===== src/rtl/popcount_seq_ctrl.sv =====
// Multi-cycle ones counter: accepts a wide operand, sums CHUNK bits per cycle through a
// narrow popcount, and returns the total over a valid/ready handshake.
module popcount_seq_ctrl #(
  parameter int unsigned W     = 255,
  parameter int unsigned CHUNK = 16,
  parameter int unsigned CW    = $clog2(W + 1)
) (
  input  logic          clk,
  input  logic          rst_n,
  input  logic          in_valid,
  output logic          in_ready,
  input  logic [W-1:0]  in_data,
  output logic          out_valid,
  input  logic          out_ready,
  output logic [CW-1:0] out_count,
  output logic          busy
);

  localparam int unsigned NCHUNK = (W + CHUNK - 1) / CHUNK;
  localparam int unsigned PADW   = NCHUNK * CHUNK;
  localparam int unsigned IW     = (NCHUNK > 1) ? $clog2(NCHUNK) : 1;
  localparam int unsigned PW     = $clog2(CHUNK + 1);
  localparam logic [IW-1:0] LastIdx = IW'(NCHUNK - 1);

  typedef enum logic [1:0] {StIdle, StRun, StDone} state_e;

  state_e          state_q;
  logic [IW-1:0]   idx_q;
  logic [CW-1:0]   acc_q;
  logic [PADW-1:0] opnd_q;
  logic            in_ready_q;
  logic            out_valid_q;
  logic            busy_q;

  logic [CHUNK-1:0] chunk;
  logic [PW-1:0]    chunk_cnt;

  // Operand is zero-extended on capture, so padding bits of the last chunk count as 0.
  always_comb begin
    chunk     = CHUNK'(opnd_q >> (32'(idx_q) * CHUNK));
    chunk_cnt = '0;
    for (int i = 0; i < int'(CHUNK); i++) begin
      chunk_cnt = chunk_cnt + PW'(chunk[i]);
    end
  end

  always_ff @(posedge clk) begin
    if (!rst_n) begin
      state_q     <= StIdle;
      idx_q       <= '0;
      acc_q       <= '0;
      opnd_q      <= '0;
      in_ready_q  <= 1'b1;
      out_valid_q <= 1'b0;
      busy_q      <= 1'b0;
    end else begin
      unique case (state_q)
        StIdle: begin
          if (in_valid && in_ready_q) begin
            opnd_q     <= PADW'(in_data);
            acc_q      <= '0;
            idx_q      <= '0;
            in_ready_q <= 1'b0;
            busy_q     <= 1'b1;
            state_q    <= StRun;
          end
        end
        StRun: begin
          acc_q <= acc_q + CW'(chunk_cnt);
          idx_q <= idx_q + 1'b1;
          if (idx_q == LastIdx) begin
            out_valid_q <= 1'b1;
            state_q     <= StDone;
          end
        end
        StDone: begin
          if (out_valid_q && out_ready) begin
            out_valid_q <= 1'b0;
            busy_q      <= 1'b0;
            in_ready_q  <= 1'b1;
            state_q     <= StIdle;
          end
        end
        default: begin
          state_q <= StIdle;
        end
      endcase
    end
  end

  assign in_ready  = in_ready_q;
  assign out_valid = out_valid_q;
  assign out_count = acc_q;
  assign busy      = busy_q;

endmodule

===== config.mk =====
export PLATFORM = sky130hd
export DESIGN_NAME = popcount_seq_ctrl
export DESIGN_NICKNAME = d
export VERILOG_FILES = /design/src/rtl/popcount_seq_ctrl.sv
export SDC_FILE = /design/constraint.sdc
export NUM_CORES = 1
export LEC_CHECK = 0
export CORE_MARGIN = 10
export CORE_UTILIZATION = 45
export CTS_CLUSTER_DIAMETER = 30
export DETAILED_ROUTE_END_ITERATION = 8
export PLACE_DENSITY_LB_ADDON = 0.08
export SKIP_LAST_GASP = 1
export SLEW_MARGIN = 20
export SYNTH_ARGS = -nofsm -noshare
export SYNTH_HDL_FRONTEND = slang
export SYNTH_SLANG_ARGS = --single-unit
export TNS_END_PERCENT = 30

===== constraint.sdc =====
create_clock -name clk -period 8.28 [get_ports clk]
set_input_delay 2.07 -clock clk [delete_from_list [all_inputs] [get_ports clk]]
set_output_delay 2.07 -clock clk [all_outputs]
set_load 0.05 [all_outputs]

---- Word-level counts from Yosys, hierarchy flattened ----
Cells that the tools add are included.
operators by class
  add/subtract/negate cells ............... 17
  equality and inequality tests ........... 6
  shift operators ......................... 1
  mux-type cells .......................... 16
  reduce and logical (&&, ||, !) cells .... 11
operators with widths
  cell                                                                    number
  255-bit by 8-bit >> shifter with 16-bit output                          1
  5-bit by 1-bit adder with 5-bit output                                  11
  8-bit one-hot mux with 2 select lines                                   1
  3-bit AND reduction                                                     3
  8-bit by 5-bit adder with 8-bit output                                  1
  8-bit 2-to-1 mux                                                        1
  4-bit one-hot mux with 2 select lines                                   1
  2-bit 2-to-1 mux                                                        3
  2-bit inequality test (second input constant)                           3
  1-bit one-hot mux with 2 select lines                                   3
  2-bit one-hot mux with 3 select lines                                   1
  2-bit nonzero test                                                      3
  4-bit by 1-bit adder with 5-bit output                                  1
  1-bit 2-to-1 mux                                                        5
  3-bit by 1-bit adder with 4-bit output                                  1
  4-bit by 1-bit adder with 4-bit output (second input constant)          1
  4-bit equality test (second input constant)                             1
  4-bit 2-to-1 mux                                                        1
  2-bit AND reduction                                                     2
  2-bit by 1-bit adder with 3-bit output                                  1
  1-bit by 1-bit adder with 2-bit output                                  1
  2-bit by 1-bit equality test with 1-bit output (second input constant)  1
  2-bit equality test (second input constant)                             1
  1-bit logical AND                                                       2
  2-bit logical NOT                                                       1
storage, ports and cells
  register bits after elaboration ......... 272
  input bits .............................. 259
  output and inout bits ................... 11
  word-level logic and storage cells ...... 58

---- Longest topological paths before layout ----
Gate-level depths: netlist (run 1).
  depth after elaboration ................. 18
  mapped depth ............................ 17
  depth with buffers taken out ............ 15

---- Worst setup path after synthesis (run 1) ----
Ideal clock, no wire load.
  kind .................................... reg2reg
  start point ............................. register idx_q[0]
  end point ............................... register acc_q[6], in the netlist out_count[6]
  setup time .............................. 0.123 ns
  arrival ................................. 5.082 ns
  data required time ...................... 8.157 ns
  slack ................................... 3.075 ns
  cell stages (with the launch flop) ...... 18
  path buffers ............................ 3
  period minus slack after synthesis ...... 5.205 ns
  cells stage by stage .................... dfxtp_1 buf_6 buf_6 buf_4 mux4_2 a22oi_1 nand2_1 fa_1 fa_1 fa_1 inv_1 fa_1 fa_1 fa_1 nand2b_1 a21oi_1 o211ai_1 mux2i_1
on the way
  cells in the longest elaborated chain, start to end .. 18
RTL lines
  what                                                   line  RTL
  start: declaration                                     28    logic [IW-1:0] idx_q;
  start signal: assignment                               70    idx_q <= idx_q + 1'b1;
  255-bit by 8-bit >> shifter with 16-bit output *       40    chunk = CHUNK'(opnd_q >> (32'(idx_q) * CHUNK));
  1-bit by 1-bit adder with 2-bit output                 43    chunk_cnt = chunk_cnt + PW'(chunk[i]);
  2-bit by 1-bit adder with 3-bit output                 43
  3-bit by 1-bit adder with 4-bit output                 43
  4-bit by 1-bit adder with 5-bit output                 43
  5-bit by 1-bit adder with 5-bit output (10 in series)  43
  5-bit by 1-bit adder with 5-bit output *               43
  8-bit by 5-bit adder with 8-bit output *               69    acc_q <= acc_q + CW'(chunk_cnt);
  8-bit one-hot mux with 2 select lines *                57    unique case (state_q)
  end signal: assignment                                 69
  end: declaration                                       29    logic [CW-1:0] acc_q;
Every way passes the cells marked *; elsewhere a longest branch is shown, timed or not.
A chain may end at the register's enable or synchronous reset.

---- Worst setup path after layout (run 1) ----
Ends and elaborated chain as after synthesis.

==> summary.txt, run 1 <==
status - completed
Layout fillers - 2402
sequential area share after synthesis - 43.5%
Worst R2R Path Depth - 15
initial antenna violation count - 0
leading area contributor after synthesis - dfxtp_1
H-tree levels - 2
register area - 5450 µm²
CP required - 8.70 ns
peak supply drop - 0.000150 V
worst-path cell chain - buf_4, mux4_2, a22oi_1, nand2_1, fa_1, fa_1, fa_1, inv_1, fa_1, fa_1, fa_1, nand2b_1, a21oi_1, o211ai_1, mux2i_1
Ant. Diodes - 0
Syn Nets - 1655
CP most frequent cell - fa_1
CTS max path bufs - 3
commonest non-fill, non-tap cell in the layout - nand2_1
proportion of layout cells with a drive suffix above 1 - 10.5%
Setup crit start kind - flip-flop
max-cap check violation count - 0
IO Port Bufs - 269
Root Buffer Master - clkbuf_16
cell row count - 61
vias per cell - 5.13
most frequent cells in the layout - 523 x nand2_1, 270 x dfxtp_1, 268 x clkdlybuf4s50_1
Final #Nets - 1879
# IOs - 270
largest net degree at the start of global routing - 173
mux contribution to synthesized area - 12.0%
Yosys warning count - 0
# resized after CTS - 0
design area - 17300 µm²
Final Cycle Share - 73.0%
clock latency at the later pin of the worst-skew pair - 0.55 ns
Max FO, Critical Path - 36
leak pwr - 6.38 nW
CTS sink count - 272
Synth Area in Compound Gates - 19.1%
register clock-pin slew on the reported worst setup and hold paths - 0.05 ns
GR Util All Layers - 21.1%
Die X - 187 µm
setup slack, reg-to-reg - 2.23 ns
router iterations before antenna repair - 5
Max Clk Rate - 0.165 GHz
area of the multi-input gates - 6500 µm²
class of the worst hold path - flip-flop to flip-flop
post-synthesis xor/xnor area fraction - 0%
WHS Path Cells - 2
first-pass GRT wire length - 59.2 mm
mean routed wirelength per cell - 18.9 µm
Remaining Overflow, GRT - 0
crit path capture type - flip-flop
CTS Buf Count - 56
Die Ht - 187 µm
# Post-CTS Setup Buffers - 0
Power Density - 258 nW/µm²
GPL Wtd Cong - 0.825
Slew Limit Fails - 0
Post-synth top flop - dfxtp_1
ANT nets after route - 0
Setup TNS Final - 0 ns
hold buffer count at cts - 0
DR vias - 10400
Fin. Hold Viols - 0
CP max stage delay - 0.82 ns
DP Area - 15300 µm²
number of synthesized flops with an enable pin - 0
dpl hpwl - 27.4 mm
initial DRC count - 762
post-synthesis cell area - 12500 µm²
CTS tree - built
Starting Density - 45.3%
post-synthesis async set-or-reset flop share - 0%
unique cell type count in the Yosys netlist - 38
slew of the pin with the lowest slew margin - 1.03 ns
Area Overhead vs Synth - 38.1%
Final Skew - 0.0206 ns
Post-Route WL - 38.2 mm
Final setup viols - 0
critical path data arrival time - 6.47 ns
Slew HR - 31.3%
Adder-Cell Fraction of Synth Area - 2.82%
# DRC - 0
Tmin final - 6.05 ns
Seq cells post-synth - 272
Synth area leaders - dfxtp_1 43%, nand2_1 16%, a21boi_0 16%
Slowest-stage cell, CP - dfxtp_4
critical path type - flip-flop to flip-flop
RSZ-0062 raised after global routing - no
combinational family with the most area after synthesis - compound AO/OA/AOI/OAI gates
Yosys top cell area share - 43.5%
die area - 34900 µm²
vias in the first global route - 10700
core area - 27600 µm²
Synth Area in Simple Gates - 17.8%
Cells after Synth - 1375
syn_area_per_cell - 9.11 µm²
## kinds of logic (layout without fill, tap and decap cells)
logic type | count (synthesis) | in the layout
and+or+nand+nor | 568 | 568
AOI/OAI and AO/OA | 318 | 318
DFF | 272 | 272
buffers and inverters | 129 | 400
muxes | 67 | 67
adders and majority gates | 21 | 21
## worst max-delay path: cells and delay by family, from the launching register on
kind / cells / cell delay, ns
multiplexers: 2 / 0.70
adder cells (fa/ha/maj): 6 / 2.97
flip-flops: 1 / 0.82
buffers and inverters: 2 / 0.47
AO/OA/AOI/OAI: 3 / 0.62
AND/OR/NAND/NOR: 2 / 0.31
## registers in the layout (all words and copies together), names as in the netlist
name,cells
state_q,2
busy,1
opnd_q,255
out_count,8
idx_q,4
in_ready,1
out_valid,1
## layer usage
layer,vias to the layer above,GRT usage [%],wire [µm]
li1,5131,-,-
met1,4905,26.2,16600
met2,297,35.6,18600
met3,60,4.68,2050
met4,0,6.67,913
met5,-,0,0
## cell usage after synthesis (all sizes together), types with 4 or more instances
| cell type | instances |
|---|---|
| a21boi | 260 |
| a21oi | 5 |
| a221oi | 6 |
| a22o | 6 |
| a22oi | 19 |
| and2 | 4 |
| buf | 50 |
| clkbuf | 63 |
| dfxtp | 272 |
| fa | 12 |
| ha | 9 |
| inv | 16 |
| mux2i | 4 |
| mux4 | 63 |
| nand2 | 523 |
| nand2b | 7 |
| nand3 | 13 |
| nor2 | 7 |
| nor2b | 6 |
| o211ai | 4 |
| o21ai | 10 |
## worst paths after layout
check / startpoint / to
min: opnd_q[235] / opnd_q[235]
max: idx_q[0] / out_count[6]
min reg2reg: opnd_q[235] / opnd_q[235]
max reg2reg: idx_q[0] / out_count[6]
## metrics by stage
step	instances	hold slack (ns)	setup WS, ns	utilization (%)	total power, mW
2_1_floorplan	1375	0.439	3.08	-	1.86
3_3_place_gp	1919	0.450	2.30	55.2	2.10
3_5_place_dp	1919	0.459	2.23	55.2	2.12
4_1_cts	2024	0.464	2.18	62.6	4.49
5_1_grt	2024	0.484	1.87	62.6	4.64
6_report	2024	0.460	2.23	62.6	4.46
## layout make-up
type | instances | area share (%)
flip-flops and latches | 272 | 31.5
well taps | 378 | 2.73
clock buffers | 67 | 8.99
clock inverters | 38 | 2.79
inverters | 16 | 0.347
repair buffers | 279 | 16.0
multi-input cells | 974 | 37.6
## power breakdown
| group | switching (mW) | internal (mW) |
|---|---|---|
| sequential | 0.0764 | 1.41 |
| combinational | 0.305 | 0.301 |
| clock | 0.729 | 1.64 |
No activity file was read; power rests on OpenSTA's default activity.
==> inputs of run 2 (changes only) <==
==> constraint.sdc (replaced) <==
create_clock -name clk -period 5.5 [get_ports clk]
set_input_delay 1.375 -clock clk [delete_from_list [all_inputs] [get_ports clk]]
set_output_delay 1.375 -clock clk [all_outputs]
set_load 0.05 [all_outputs]
==> summary.txt, run 2 (synthesis gave the netlist of run 1 again) <==
core area - 27600 µm² (unchanged)
RSZ-0062 raised after global routing - no
P_sw - 1.66 mW (+49%)
hold buffer count at cts - 0 (unchanged)
WHS Path Cells - 2 (unchanged)
Worst Min Path Start - opnd_q[101]
vias in the first global route - 10700 (+0.58%)
status - completed
slew of the pin with the lowest slew margin - 1.02 ns (-0.00966 ns)
Final Skew - 0.0294 ns (+0.00885 ns)
ANT nets after route - 0 (unchanged)
peak supply drop - 0.000232 V (+54%)
Slew Limit Fails - 0 (unchanged)
router iterations before antenna repair - 5 (unchanged)
CP max stage delay - 0.57 ns (-0.25 ns)
Post-Route WL - 39.2 mm (+2.7%)
initial antenna violation count - 1 (+1)
commonest non-fill, non-tap cell in the layout - nand2_1
Slew HR - 32.0% (+0.64 points)
critical path data arrival time - 5.65 ns (-0.82 ns)
H-tree levels - 2 (unchanged)
die area - 34900 µm² (unchanged)
critical path type - flip-flop to flip-flop
IO Port Bufs - 269 (unchanged)
RR Endpoint - out_count[6]
Setup crit start kind - flip-flop
register clock-pin slew on the reported worst setup and hold paths - 0.05 ns (about the same)
Fin. Hold Viols - 0 (unchanged)
largest register by flop count - opnd_q
Logic pwr share - 14.3% (+0.7 points)
total power - 6.76 mW (+51%)
dpl hpwl - 28.5 mm (+4.0%)
Final Cycle Share - 94.8% (+22 points)
RR Startpoint - idx_q[0]
crit path capture type - flip-flop
CP required - 5.94 ns (-2.76 ns)
cell row count - 61 (unchanged)
Starting Density - 45.3% (unchanged)
DR vias - 10500 (+1.2%)
max-cap check violation count - 0 (unchanged)
Die X - 187 µm (unchanged)
GPL Wtd Cong - 0.862 (+4.5%)
setup slack, reg-to-reg - 0.29 ns (-1.95 ns)
# DRC - 0 (unchanged)
class of the worst hold path - flip-flop to flip-flop
Slowest-stage cell, CP - fa_1
GR Util All Layers - 21.4% (+0.31 points)
largest net degree at the start of global routing - 164 (-5.2%)
leak pwr - 6.52 nW (+2.2%)
Power Density - 384 nW/µm² (+49%)
Worst R2R Path Depth - 16 (+1)
Seq pwr share - 32.8% (-0.5 points)
Hold Path End - opnd_q[101]
Final setup viols - 0 (unchanged)
CTS sink count - 272 (unchanged)
worst-path cell chain - buf_12, clkbuf_16, mux4_2, a22oi_1, nand2_1, fa_1, fa_1, fa_1, inv_1, fa_1, fa_2, fa_1, nand2b_1, a21oi_2, o211ai_1, mux2i_1
max reg flops - 255 (unchanged)
mean routed wirelength per cell - 19.2 µm (+1.6%)
Tmin final - 5.21 ns (-0.834 ns)
Internal Power - 5.10 mW (+52%)
hold_ws - 0.462 ns (+0.00123 ns)
clock latency at the later pin of the worst-skew pair - 0.56 ns (about the same)
proportion of layout cells with a drive suffix above 1 - 11.3% (+0.83 points)
initial DRC count - 695 (-8.8%)
sw frac - 24.5% (-0.41 points)
Max FO, Critical Path - 10 (-72%)
CTS max path bufs - 3 (unchanged)
Final #Nets - 1900 (+1.1%)
CTS Buf Count - 55 (-1.8%)
Area Overhead vs Synth - 40.4%
first-pass GRT wire length - 60.1 mm (+1.4%)
CP startpoint - idx_q[0]
Root Buffer Master - clkbuf_16
vias per cell - 5.14 (+0.17%)
Setup TNS Final - 0 ns (unchanged)
CP most frequent cell - fa_1
Max Clk Rate - 0.192 GHz (+16%)
Die Ht - 187 µm (unchanged)
most frequent cells in the layout - 523 x nand2_1, 270 x dfxtp_1, 268 x clkdlybuf4s50_1
Remaining Overflow, GRT - 0 (unchanged)
CTS tree - built
Clock power frac - 52.8% (-0.3 points)
# IOs - 270 (unchanged)
## run 2: cell count changes in the layout (fill, tap and decap cells not counted), moves of 2 or more
| cell | before | now |
|---|---|---|
| bufinv_16 | 10 | 12 |
| a22oi_1 | 19 | 17 |
| clkinvlp_4 | 8 | 4 |
| clkinv_2 | 16 | 11 |
| clkbuf_1 | 2 | 10 |
| clkinv_4 | 3 | 1 |
| buf_4 | 9 | 21 |
| buf_12 | 0 | 8 |
| inv_6 | 0 | 2 |
| a22oi_2 | 0 | 2 |
## run 2: repair_timing
item,CTS,global route
setup endpoints to repair,0,2
endpoints found under the hold margin,0,0
gates resized for setup,0,4
setup buffers,0,2
## run 2: worst max-delay path by stage
| stage | cells past startpoint | endpoint |
|---|---|---|
| final | 16 | out_count[6] |
| after global placement | 15 | out_count[6] |
| after global routing | 16 | out_count[4] |
| after floorplan | 17 | out_count[6] |
| after detailed placement | 16 | out_count[6] |
| after CTS | 16 | out_count[6] |
## run 2: stage by stage
stage | cells | utilization [%] | cell area (µm²) | setup slack (ns)
final | 2045 | 63.6 | 17600 | 0.289
after global routing | 2045 | 63.6 | 17600 | 0.00897
after detailed placement | 1938 | 56.1 | 15500 | 0.0975
after global placement | 1938 | 56.1 | 15500 | 0.182
after floorplan | 1375 | - | 12500 | 0.295
after CTS | 2041 | 63.3 | 17500 | 0.0858
## run 2: worst max-delay path: cells and delay by family, from the launching register on
family,cells,cell delay [ns]
muxes,2,0.66
and+or+nand+nor,2,0.31
adders and majority gates,6,2.92
AOI/OAI and AO/OA,3,0.47
DFF,1,0.40
buffers and inverters,3,0.34
## run 2: final cells by class
type	count	area (µm²)
repair buffers	301	3060
flip-flops and latches	272	5450
inverters	16	60.1
diodes	1	2.50
well taps	378	473
clock buffers	72	1520
fillers	2373	10000
multi-input cells	974	6520
clock inverters	31	492
## run 2: power by group through the flow
stage	sequential [mW]	clock, mW	combinational, mW
2_1_floorplan	2.24	0	0.567
3_3_place_gp	2.25	0	0.944
3_5_place_dp	2.25	0	0.961
4_1_cts	2.22	3.61	0.967
5_1_grt	2.23	3.71	1.08
6_report	2.22	3.57	0.970
## run 2: routing by layer
layer  vias to the layer above  track usage, %  part of all wire [%]
li1                       5171               -                     -
met1                      4988            26.6                    44
met2                       307            36.1                    49
met3                        53            4.64                   5.2
met4                         0            6.76                   2.2
met5                         -               0                     0
==> inputs of run 3 (changes only) <==
--- a/config.mk
+++ b/config.mk
@@ -8,8 +8,10 @@
 export CORE_MARGIN = 10
 export CORE_UTILIZATION = 45
 export CTS_CLUSTER_DIAMETER = 30
+export CTS_CLUSTER_SIZE = 20
 export DETAILED_ROUTE_END_ITERATION = 8
 export PLACE_DENSITY_LB_ADDON = 0.08
+export SKIP_CTS_REPAIR_TIMING = 1
 export SKIP_LAST_GASP = 1
 export SLEW_MARGIN = 20
 export SYNTH_ARGS = -nofsm -noshare
==> results of run 3 <==
Final layout, timing and power as in run 2 (identical DEF).
